File: config.mk
export PLATFORM = sky130hd
export DESIGN_NAME = alu_sequencer_flat
export DESIGN_NICKNAME = d
export VERILOG_FILES = /design/src/rtl/alu_seq_pkg.sv /design/src/rtl/alu_sequencer_if.sv /design/src/rtl/alu_seq_fetch.sv /design/src/rtl/alu_sequencer.sv /design/src/flat_wrapper.sv
export SDC_FILE = /design/constraint.sdc
export NUM_CORES = 1
export LEC_CHECK = 0
export CAP_MARGIN = 20
export CORE_UTILIZATION = 35
export CTS_BUF_LIST = sky130_fd_sc_hd__clkbuf_4 sky130_fd_sc_hd__clkbuf_8
export DETAILED_ROUTE_END_ITERATION = 10
export GPL_TIMING_DRIVEN = 0
export MAX_ROUTING_LAYER = met4
export REMOVE_ABC_BUFFERS = 1
export SKIP_LAST_GASP = 1
export SLEW_MARGIN = 20
export SYNTH_ARGS = -nofsm -noshare
export SYNTH_HDL_FRONTEND = slang
export SYNTH_SLANG_ARGS = --single-unit
File: constraint.sdc
create_clock -name clk -period 2.2 [get_ports clk]
set_input_delay 0.55 -clock clk [delete_from_list [all_inputs] [get_ports clk]]
set_output_delay 0.55 -clock clk [all_outputs]
set_load 0.02 [all_outputs]
File: src/rtl/alu_seq_pkg.sv
// alu_seq_pkg: shared definitions for the ALU sequencer.
//   - instruction layout (11-bit word: [10:8] opcode, [7:0] operand)
//   - opcode encodings OP_NOP .. OP_HALT
//   - FSM state encoding (ST_STALL exists only when ALU_SEQ_SINGLE_STEP_EN is defined)
//   - is_alu_op(): true for the opcodes that go through the external ALU
package alu_seq_pkg;

  localparam int INSTR_W = 11;
  localparam int OPC_MSB = 10;
  localparam int OPC_LSB = 8;
  localparam int IMM_MSB = 7;

  localparam logic [2:0] OP_NOP  = 3'b000;
  localparam logic [2:0] OP_ADD  = 3'b001;
  localparam logic [2:0] OP_SUB  = 3'b010;
  localparam logic [2:0] OP_INC  = 3'b011;
  localparam logic [2:0] OP_SHR2 = 3'b100;
  localparam logic [2:0] OP_LDI  = 3'b101;
  localparam logic [2:0] OP_JNZ  = 3'b110;
  localparam logic [2:0] OP_HALT = 3'b111;

  typedef enum logic [2:0] {
    ST_IDLE   = 3'd0,
    ST_FETCH  = 3'd1,
    ST_DECODE = 3'd2,
    ST_EXEC   = 3'd3,
    ST_WB     = 3'd4,
    ST_HALTED = 3'd5
`ifdef ALU_SEQ_SINGLE_STEP_EN
    , ST_STALL = 3'd6
`endif
  } state_t;

  function automatic logic is_alu_op(input logic [2:0] op);
    return (op == OP_ADD) || (op == OP_SUB) || (op == OP_INC) || (op == OP_SHR2);
  endfunction

endpackage

File: src/rtl/alu_sequencer_if.sv
// alu_sequencer_if: bus between the sequencer and its neighbours.
//   imem side : imem_req, imem_addr (to memory), imem_data, imem_ack (from memory)
//   ALU side  : alu_opcode, alu_in1, alu_in2 (to ALU), alu_out (registered ALU result)
// Modports: master = sequencer, slave = memory/ALU environment.
interface alu_sequencer_if
  import alu_seq_pkg::*;
#(
  parameter int PC_W   = 8,
  parameter int DATA_W = 10,
  parameter int IMM_W  = 8
);
  logic               imem_req;
  logic [PC_W-1:0]    imem_addr;
  logic [INSTR_W-1:0] imem_data;
  logic               imem_ack;
  logic [2:0]         alu_opcode;
  logic [IMM_W-1:0]   alu_in1;
  logic [DATA_W-1:0]  alu_in2;
  logic [DATA_W-1:0]  alu_out;

  modport master (
    output imem_req, imem_addr, alu_opcode, alu_in1, alu_in2,
    input  imem_data, imem_ack, alu_out
  );

  modport slave (
    input  imem_req, imem_addr, alu_opcode, alu_in1, alu_in2,
    output imem_data, imem_ack, alu_out
  );
endinterface

File: src/rtl/alu_seq_fetch.sv
// alu_seq_fetch: instruction fetch handshake.
// Ports:
//   clk, rst     clock, asynchronous active-high reset
//   start_fetch  high for every cycle the sequencer sits in FETCH
//   addr         fetch address (PC)
//   imem_*       request/ack handshake to instruction memory
//   done         ack seen this cycle; instruction is latched at the clock edge
//   err          FETCH_TIMEOUT cycles elapsed without ack (one-cycle strobe)
//   instr        last latched instruction
module alu_seq_fetch
  import alu_seq_pkg::*;
#(
  parameter int PC_W          = 8,
  parameter int FETCH_TIMEOUT = 15
) (
  input  logic               clk,
  input  logic               rst,
  input  logic               start_fetch,
  input  logic [PC_W-1:0]    addr,
  output logic               imem_req,
  output logic [PC_W-1:0]    imem_addr,
  input  logic [INSTR_W-1:0] imem_data,
  input  logic               imem_ack,
  output logic               done,
  output logic               err,
  output logic [INSTR_W-1:0] instr
);

  localparam int CNT_W = $clog2(FETCH_TIMEOUT + 1);

  logic [CNT_W-1:0]   cnt_q, cnt_d;
  logic [INSTR_W-1:0] instr_q, instr_d;

  assign imem_req  = start_fetch;
  assign imem_addr = addr;
  // ack outside a request is meaningless and must not complete a fetch
  assign done      = start_fetch & imem_ack;
  // An ack in the final allowed cycle still wins over the timeout
  assign err       = start_fetch & ~imem_ack & (cnt_q == CNT_W'(FETCH_TIMEOUT - 1));
  assign instr     = instr_q;

  always_comb begin
    cnt_d   = cnt_q;
    instr_d = instr_q;
    if (!start_fetch) begin
      // Clearing while idle restarts the count on every entry to FETCH
      cnt_d = '0;
    end else if (imem_ack) begin
      instr_d = imem_data;
      cnt_d   = '0;
    end else begin
      cnt_d = cnt_q + CNT_W'(1);
    end
  end

  always_ff @(posedge clk or posedge rst) begin
    if (rst) begin
      cnt_q   <= '0;
      instr_q <= '0;
    end else begin
      cnt_q   <= cnt_d;
      instr_q <= instr_d;
    end
  end

endmodule

File: src/rtl/alu_sequencer.sv
// alu_sequencer: control stage in front of the accumulator ALU.
// Fetches 11-bit instructions, decodes them, drives the ALU and writes its
// registered result back into the accumulator. Owns PC, acc, branches, halt
// and the sticky fetch-timeout error.
// Ports:
//   clk, rst    clock, asynchronous active-high reset
//   start       pulse; restarts execution at RESET_PC from IDLE or HALTED
//   step        (only with ALU_SEQ_SINGLE_STEP_EN) releases the FSM from STALL
//   bus         master side of alu_sequencer_if (imem handshake + ALU operands)
//   acc_out     accumulator, pc_out program counter (debug)
//   busy        high outside IDLE/HALTED; halted: in HALTED; fetch_err: sticky
// Optional feature macro: ALU_SEQ_SINGLE_STEP_EN (single-step STALL state).
module alu_sequencer
  import alu_seq_pkg::*;
#(
  parameter int PC_W          = 8,
  parameter int DATA_W        = 10,
  parameter int IMM_W         = 8,
  parameter int RESET_PC      = 0,
  parameter int FETCH_TIMEOUT = 15
) (
  input  logic              clk,
  input  logic              rst,
  input  logic              start,
`ifdef ALU_SEQ_SINGLE_STEP_EN
  input  logic              step,
`endif
  alu_sequencer_if.master   bus,
  output logic [DATA_W-1:0] acc_out,
  output logic [PC_W-1:0]   pc_out,
  output logic              busy,
  output logic              halted,
  output logic              fetch_err
);

  // Where the FSM goes after an instruction completes without halting
`ifdef ALU_SEQ_SINGLE_STEP_EN
  localparam state_t ST_RESUME = ST_STALL;
`else
  localparam state_t ST_RESUME = ST_FETCH;
`endif

  state_t              state_q, state_d;
  logic [PC_W-1:0]     pc_q, pc_d;
  logic [DATA_W-1:0]   acc_q, acc_d;
  logic                err_q, err_d;

  logic                fetch_active;
  logic                fetch_done;
  logic                fetch_timeout;
  logic [INSTR_W-1:0]  instr;
  logic [2:0]          opc;
  logic [IMM_MSB:0]    imm;

  assign fetch_active = (state_q == ST_FETCH);
  assign opc          = instr[OPC_MSB:OPC_LSB];
  assign imm          = instr[IMM_MSB:0];

  alu_seq_fetch #(
    .PC_W          (PC_W),
    .FETCH_TIMEOUT (FETCH_TIMEOUT)
  ) u_fetch (
    .clk         (clk),
    .rst         (rst),
    .start_fetch (fetch_active),
    .addr        (pc_q),
    .imem_req    (bus.imem_req),
    .imem_addr   (bus.imem_addr),
    .imem_data   (bus.imem_data),
    .imem_ack    (bus.imem_ack),
    .done        (fetch_done),
    .err         (fetch_timeout),
    .instr       (instr)
  );

  always_comb begin
    state_d = state_q;
    pc_d    = pc_q;
    acc_d   = acc_q;
    err_d   = err_q;
    case (state_q)
      ST_IDLE, ST_HALTED: begin
        if (start) begin
          state_d = ST_FETCH;
          pc_d    = PC_W'(RESET_PC);
          err_d   = 1'b0;
        end
      end
      ST_FETCH: begin
        if (fetch_done) begin
          pc_d    = pc_q + PC_W'(1);  // wraps naturally at 2^PC_W
          state_d = ST_DECODE;
        end else if (fetch_timeout) begin
          err_d   = 1'b1;
          state_d = ST_HALTED;
        end
      end
      ST_DECODE: begin
        if (is_alu_op(opc)) begin
          state_d = ST_EXEC;
        end else begin
          case (opc)
            OP_LDI: begin
              acc_d   = DATA_W'(imm);
              state_d = ST_RESUME;
            end
            OP_JNZ: begin
              // Uses the live accumulator; the ALU's own flags lag a cycle
              if (acc_q != '0) pc_d = PC_W'(imm);
              state_d = ST_RESUME;
            end
            OP_HALT: state_d = ST_HALTED;
            default: state_d = ST_RESUME;  // NOP
          endcase
        end
      end
      ST_EXEC: state_d = ST_WB;
      ST_WB: begin
        acc_d   = bus.alu_out;
        state_d = ST_RESUME;
      end
`ifdef ALU_SEQ_SINGLE_STEP_EN
      ST_STALL: begin
        if (step) state_d = ST_FETCH;
      end
`endif
      default: state_d = ST_IDLE;
    endcase
  end

  // The ALU only sees a real opcode during EXEC; 000 elsewhere makes it hold
  always_comb begin
    bus.alu_opcode = OP_NOP;
    bus.alu_in1    = '0;
    if (state_q == ST_EXEC) begin
      bus.alu_opcode = opc;
      bus.alu_in1    = IMM_W'(imm);
    end
  end

  assign bus.alu_in2 = acc_q;
  assign acc_out     = acc_q;
  assign pc_out      = pc_q;
  assign busy        = (state_q != ST_IDLE) && (state_q != ST_HALTED);
  assign halted      = (state_q == ST_HALTED);
  assign fetch_err   = err_q;

  always_ff @(posedge clk or posedge rst) begin
    if (rst) begin
      state_q <= ST_IDLE;
      pc_q    <= PC_W'(RESET_PC);
      acc_q   <= '0;
      err_q   <= 1'b0;
    end else begin
      state_q <= state_d;
      pc_q    <= pc_d;
      acc_q   <= acc_d;
      err_q   <= err_d;
    end
  end

endmodule

File: src/flat_wrapper.sv
// flat-port wrapper written by rule: the top's interface ports become plain ports
module alu_sequencer_flat import alu_seq_pkg::*;
#(
  parameter int PC_W          = 8,
  parameter int DATA_W        = 10,
  parameter int IMM_W         = 8,
  parameter int RESET_PC      = 0,
  parameter int FETCH_TIMEOUT = 15
)
  (clk, rst, start, acc_out, pc_out, busy, halted, fetch_err, bus_imem_req, bus_imem_addr, bus_alu_opcode, bus_alu_in1, bus_alu_in2, bus_imem_data, bus_imem_ack, bus_alu_out);
  alu_sequencer_if #(.PC_W(PC_W), .DATA_W(DATA_W), .IMM_W(IMM_W)) bus_i ();
  input  logic clk;
  input  logic rst;
  input  logic start;
  output logic [DATA_W-1:0] acc_out;
  output logic [PC_W-1:0] pc_out;
  output logic busy;
  output logic halted;
  output logic fetch_err;
  output wire logic [$bits(bus_i.imem_req)-1:0] bus_imem_req;
  output wire logic [$bits(bus_i.imem_addr)-1:0] bus_imem_addr;
  output wire logic [$bits(bus_i.alu_opcode)-1:0] bus_alu_opcode;
  output wire logic [$bits(bus_i.alu_in1)-1:0] bus_alu_in1;
  output wire logic [$bits(bus_i.alu_in2)-1:0] bus_alu_in2;
  input wire logic [$bits(bus_i.imem_data)-1:0] bus_imem_data;
  input wire logic [$bits(bus_i.imem_ack)-1:0] bus_imem_ack;
  input wire logic [$bits(bus_i.alu_out)-1:0] bus_alu_out;
  assign bus_imem_req = bus_i.imem_req;
  assign bus_imem_addr = bus_i.imem_addr;
  assign bus_alu_opcode = bus_i.alu_opcode;
  assign bus_alu_in1 = bus_i.alu_in1;
  assign bus_alu_in2 = bus_i.alu_in2;
  assign bus_i.imem_data = bus_imem_data;
  assign bus_i.imem_ack = bus_imem_ack;
  assign bus_i.alu_out = bus_alu_out;
  alu_sequencer #(.PC_W(PC_W), .DATA_W(DATA_W), .IMM_W(IMM_W), .RESET_PC(RESET_PC), .FETCH_TIMEOUT(FETCH_TIMEOUT)) u_core (.clk(clk), .rst(rst), .start(start), .bus(bus_i), .acc_out(acc_out), .pc_out(pc_out), .busy(busy), .halted(halted), .fetch_err(fetch_err));
endmodule
==> metrics, run 1 <==
Mapped Avg Cell Area=10.1 um2; minimum clock period=2.18 ns; WL/cell=15.6 um; total of max-cap violations=0; Final Hold Vio Count=0; TritonCTS clock tree=yes; GRT Util Overall=0.184; port buffer count=75; Crit. End Element=output port; Cell Area, Synth=~0.0021 mm2; placed cell areas=0.00280 mm2; Min-Delay Path Class=primary input to asynchronous set/reset pin; static leakage=1.20 nW; relative slew slack=0.299; Final Cell Area=0.00290 mm2; Core Region=0.00592 mm2; fin nets=298; initial antenna violation count=0; routed via count=1790; Placed Cells=about 340; Synth cell types=44; Non-Filler Instances=344; clk buf depth=2; Reg-to-Reg Start=u_core.state_q[1]$_DFFE_PP0P_; fraction of registers with async set/reset=1.00; Die Ht=~80 um; status=complete, no violations; First-pass DRT Iterations=4; Main synth FF type=dfrtp_1; Tcrit/Tclk final=0.993; most frequent cells in the layout=clkdlybuf4s50_1, dfrtp_1, nor2_1; element type at the critical path start=register; Root Driver=clkbuf_8; clk_lat worst skew=0.28 ns; vias per cell=5.20; Tightest Pin Transition=1.05 ns; ant diodes=0; global-route wire length before repair=8.60 mm; Syn-to-layout area delta=35.5%; M1 GR Usage=0.244; # clock sinks=37; CTS Buf Count=5; footprint of the multi-input gates=a little under 0.001 mm2; sequential area share after synthesis=0.432; clock slew at the register clock pins of the worst setup and hold paths=0.07 ns; Initial Utilization=0.362; share of cells above drive strength 1=0.134; Die X=80.2 um; EDFF count, synth=0; Slew Viols, Final=0; Synth top area share=0.432; Post-Syn Instances=211; most common cell after layout, fill and taps aside=clkdlybuf4s50_1; post-detail-place hpwl=between 3 and 4 mm; DRC=0; met2 Use GR=0.285; WS Path Type=register to output port; gr busiest metal=met2; Worst Path Required=1.65 ns; top cells by area, synth=dfrtp_1, buf_4, mux2_1; Fillers=574; DRT antenna net count=0; number of global-route vias before repair=1710; H-Tree Depth=2; Top Ports=76; met3 Use GR=0.0375; Final Setup Violations=0; Design Power=roughly 4.2 mW; RSZ-0062 raised after global routing=yes; Site Rows=28; biggest area consumer among synthesized cells=dfrtp_1; Max IR drop VDD=around 0.64 mV; Setup TNS=0 ns; Seq. cell area=928 um2; achievable clock frequency=around 460 MHz; routability cong.=0.782; Die Area=roughly 0.0064 mm2; power per cell area=1460 mW/mm2; Iter 0 DRT Violations=81; YS warnings=0; critical path data arrival time=1.63 ns; pin count of the biggest net entering global routing=33; CP max FO=10; Post-Route WL=between 5 and 6 mm; critical path launch point=u_core.state_q[1]$_DFFE_PP0P_; number of synthesized register bits=37; grt ovf=0; skew final=a little under 0.006 ns
[where the power goes]
part,internal [mW],switching [mW]
Clock,0.208,0.220
Combinational,1.13,1.27
Sequential,0.984,0.427
[Yosys cell counts, types with 3 or more instances]
| cell type | number |
|---|---|
| o2bb2ai_1 | 7 |
| o21ai_0 | 6 |
| inv_1 | 9 |
| mux2_1 | 10 |
| o211ai_1 | 5 |
| ha_1 | 3 |
| buf_6 | 3 |
| o21ai_1 | 3 |
| buf_2 | 3 |
| o22ai_2 | 9 |
| nor4_1 | 5 |
| and2_1 | 11 |
| nand2_1 | 10 |
| nor2_1 | 24 |
| dfrtp_1 | 37 |
| a21oi_1 | 7 |
| buf_4 | 20 |
| nand3_1 | 6 |
[state kept, by name, summed over array words and instances (netlist names)]
register and cells:
u_core.u_fetch.instr 11, u_core.u_fetch.cnt_q 4, u_core.state_q 3, u_core.acc_out 10
u_core.fetch_err 1, u_core.pc_out 8
[metal layers]
layer,share of wire,routed length [um]
met2,0.50,2670
met4,0.010,55
met1,0.45,2420
met5,0,0
met3,0.042,225
[final cells by class]
class                           instances  area share
Inverter                               10      0.0138
Sequential cell                        37       0.320
Clock buffer                            5      0.0237
Timing Repair Buffer                   79       0.267
Multi-Input combinational cell        137       0.342
Tap cell                               75      0.0324
Clock inverter                          1     0.00173
[repair_timing]
action                                  in CTS  in global routing
endpoints found under the hold margin        0                  0
endpoints found under the setup margin      14                 23
gates resized for setup                     17                  8
hold buffers                                 0                  0
pin swaps                                    0                  1
buffers inserted                             0                  3
[cell families after synthesis]
logic type	Yosys count	share of synthesized area
compound gates	47	0.188
xor+xnor	3	0.0123
fa+ha+maj	3	0.0175
buf+inv	37	0.112
flops	37	0.432
mux	13	0.0678
simple gates	71	0.170
[critical path, stage by stage, from the launching register on]
cell	delay [ns]
dfrtp_1	0.48
or3b_4	0.53
inv_4	0.15
clkbuf_2	0.19
[through the flow]
| stage | utilization | worst slack [ns] | hold slack [ns] |
|---|---|---|---|
| 2_1_floorplan | - | 0.301 | 0.455 |
| 3_3_place_gp | 0.470 | -0.307 | 0.480 |
| 3_5_place_dp | 0.473 | -0.303 | 0.487 |
| 4_1_cts | 0.484 | -0.188 | 0.467 |
| 5_1_grt | 0.490 | -0.0280 | 0.484 |
| 6_report | 0.490 | 0.0163 | 0.469 |
[final timing paths]
check / endpoint / slack (ns) / cells past startpoint
max: bus_imem_req / 0.02 / 3
min: u_core.u_fetch.cnt_q[0]$_DFF_PP0_ / 0.47 / 2
max reg2reg: u_core.acc_out[4]$_DFFE_PP0P_ / 0.20 / 4
min reg2reg: u_core.fetch_err$_DFFE_PP0P_ / 0.49 / 1
max in group asynchronous: u_core.state_q[0]$_DFFE_PP0P_ / 1.32 / 3
min in group clk: u_core.fetch_err$_DFFE_PP0P_ / 0.49 / 1
Note: power is estimated with default switching activity, not from simulation.
==> run 2: changes to the inputs <==
--- a/config.mk
+++ b/config.mk
@@ -6,6 +6,7 @@
 export NUM_CORES = 1
 export LEC_CHECK = 0
 export CAP_MARGIN = 20
+export CORE_ASPECT_RATIO = 0.6
 export CORE_UTILIZATION = 35
 export CTS_BUF_LIST = sky130_fd_sc_hd__clkbuf_4 sky130_fd_sc_hd__clkbuf_8
 export DETAILED_ROUTE_END_ITERATION = 10
@@ -17,3 +18,4 @@
 export SYNTH_ARGS = -nofsm -noshare
 export SYNTH_HDL_FRONTEND = slang
 export SYNTH_SLANG_ARGS = --single-unit
+export TNS_END_PERCENT = 50
==> run 2 against run 1 <==
The run now ends with setup timing left. Count of clock-buffer cells in the layout grew 2. Final cell count up 0.87%. Utilization grew 2.0 points. Die area up 0.15%. Clock power rose by 16%. First-iteration DRC count rose by 15%. Clock skew rose by 0.0021 ns. Non-clock buffer count decreased by 3.
==> metrics, run 2 (synthesis gave the netlist of run 1 again) <==
post-detail-place hpwl=3.93 mm (was 3.83 mm); clock slew at the register clock pins of the worst setup and hold paths=0.07 ns (about the same); Core Region=0.00573 mm2 (was 0.00592 mm2); Placed Cells=340 (was 335); WL/cell=15.3 um (was 15.6 um); HP Start=u_core.u_fetch.cnt_q[0]$_DFF_PP0_; Die Ht=62.6 um (was 80.2 um); power per cell area=1460 mW/mm2 (about the same); # Post-CTS Setup Buffers=0 (unchanged); number of global-route vias before repair=1691 (was 1710); achievable clock frequency=452 MHz (was 458 MHz); Initial Utilization=0.374 (was 0.362); hold path cells=1; R2R cell count=4 (unchanged); failing checks=setup timing; global-route wire length before repair=8.69 mm (was 8.60 mm); Syn-to-layout area delta=36.3% (was 35.5%); RR Endpoint=u_core.pc_out[0]$_DFFE_PP0P_ (was u_core.acc_out[4]$_DFFE_PP0P_); most frequent cells in the layout=clkdlybuf4s50_1, dfrtp_1, nor2_1 (unchanged); static leakage=1.27 nW (was 1.20 nW); Max IR drop VDD=0.420 mV (was 0.644 mV); Tcrit/Tclk final=1.01 (was 0.993); Crit. End Element=output port (unchanged); CP max FO=9 (was 10); WHS Endpoint=u_core.u_fetch.cnt_q[0]$_DFF_PP0_; grt ovf=0 (unchanged); total of max-cap violations=0 (unchanged); Min-Delay Path Class=register to register (was primary input to asynchronous set/reset pin); First-pass DRT Iterations=4 (unchanged); Non-Filler Instances=347 (was 344); critical path data arrival time=1.66 ns (was 1.63 ns); Site Rows=21 (was 28); routability cong.=0.778 (was 0.782); Design Power=4.27 mW (was 4.24 mW); port buffer count=75 (unchanged); minimum clock period=2.21 ns (was 2.18 ns); TritonCTS clock tree=yes (unchanged); Crit-path slowest cell=dfrtp_2 (was or3b_4); final setup margin=-0.0127 ns (was 0.0163 ns); Reg-to-Reg Start=u_core.acc_out[4]$_DFFE_PP0P_ (was u_core.state_q[1]$_DFFE_PP0P_); DRT antenna net count=0 (unchanged); ant diodes=0 (unchanged); vias per cell=4.99 (was 5.20); clk_lat worst skew=0.29 ns (was 0.28 ns); Top Ports=76 (unchanged); initial antenna violation count=0 (unchanged); Final Setup Violations=1 (was 0); RSZ-0062 raised after global routing=yes (unchanged); Reg2Reg Setup Slack=0.12 ns (was 0.20 ns); pin count of the biggest net entering global routing=27 (was 33); # clock sinks=37 (unchanged); Worst Path Required=1.65 ns (about the same); GRT Util Overall=0.181 (was 0.184); Tightest Pin Transition=0.985 ns (was 1.05 ns); fin nets=295 (was 298); most common cell after layout, fill and taps aside=clkdlybuf4s50_1 (unchanged); crit path cell chain=or2_1 > a21oi_1 > inv_1 > dlygate4sd2_1 (was or3b_4 > inv_4 > clkbuf_2); slowest stage delay, CP=0.47 ns (was 0.53 ns); CTS Buf Count=5 (unchanged); H-Tree Depth=2 (unchanged); element type at the critical path start=register (unchanged); Final Hold Vio Count=0 (unchanged); Fillers=562 (was 574); skew final=0.00790 ns (was 0.00580 ns); status=finished with violations (was complete, no violations); Post-Route WL=5.32 mm (was 5.37 mm); Die Area=0.00644 mm2 (was 0.00643 mm2); Slew Viols, Final=0 (unchanged); max FFs per register=11 (unchanged); Root Driver=clkbuf_8 (unchanged); Hold Worst Slack=0.505 ns (was 0.469 ns); clk buf depth=2 (unchanged); DRC=0 (unchanged); relative slew slack=0.342 (was 0.299); share of cells above drive strength 1=0.124 (was 0.134); WS Path Type=register to output port (unchanged); routed via count=1733 (was 1790); Die X=103 um (was 80.2 um); Iter 0 DRT Violations=93 (was 81)
==> run 2: cell count changes in the layout (fill, tap and decap cells not counted), sizes merged <==
| cell | delta |
|---|---|
| dlygate4sd2 | -5 |
| dlymetal6s2s | +6 |
| clkinv | -1 |
| clkdlybuf4s15 | -1 |
| clkbuf | +2 |
| buf | -3 |
==> run 2: worst max path at each step <==
stage,cells past startpoint,slack [ns],endpoint,startpoint
2_1_floorplan,4,0.30,u_core.acc_out[0]$_DFFE_PP0P_,u_core.state_q[2]$_DFFE_PP0P_
3_3_place_gp,3,-0.27,bus_imem_req,u_core.state_q[2]$_DFFE_PP0P_
3_5_place_dp,3,-0.28,bus_imem_req,u_core.state_q[2]$_DFFE_PP0P_
4_1_cts,4,-0.24,bus_alu_in1[2],u_core.state_q[2]$_DFFE_PP0P_
5_1_grt,4,-0.07,busy,u_core.state_q[2]$_DFFE_PP0P_
6_report,4,-0.01,busy,u_core.state_q[2]$_DFFE_PP0P_
==> run 2: area by class of cell <==
type / instances / area, um2 / area share
clock buffers: 7 / 90.1 / 0.0309
flip-flops and latches: 37 / 928 / 0.318
multi-input cells: 137 / 987 / 0.338
repair buffers: 76 / 772 / 0.265
inverters: 10 / 40.0 / 0.0137
well taps: 80 / 100 / 0.0343
==> run 2: power breakdown <==
part	internal (mW)	switching, mW
clock	0.261	0.235
sequential	0.983	0.420
combinational	1.11	1.26
total	2.35	1.91
==> run 2: what timing repair did <==
action,4_1_cts,5_1_grt
gates cloned,0,0
setup endpoints to repair,14,24
resized for setup,12,11
hold buffers,0,0
==> run 2: critical path: cells and delay by family, from the launching register on <==
| family | cells | cell delay, ns |
|---|---|---|
| AOI/OAI and AO/OA | 1 | 0.20 |
| buffers and inverters | 2 | 0.42 |
| DFF | 1 | 0.47 |
| and+or+nand+nor | 1 | 0.29 |
==> run 2: metrics by stage <==
step / util / area [um2] / TNS, ns / setup slack (ns)
floorplan: - / 1940 / 0 / 0.301
global placement: 0.487 / 2790 / -5.09 / -0.270
detailed placement: 0.490 / 2810 / -1.53 / -0.284
CTS: 0.506 / 2900 / -1.43 / -0.238
global route: 0.509 / 2920 / -0.317 / -0.0700
finish: 0.509 / 2920 / -0.0127 / -0.0127
==> run 2: layer usage <==
metal | track usage | part of all wire
met5 | - | 0
met4 | 0.0370 | 0.0030
met3 | 0.0414 | 0.065
met2 | 0.248 | 0.42
met1 | 0.271 | 0.52
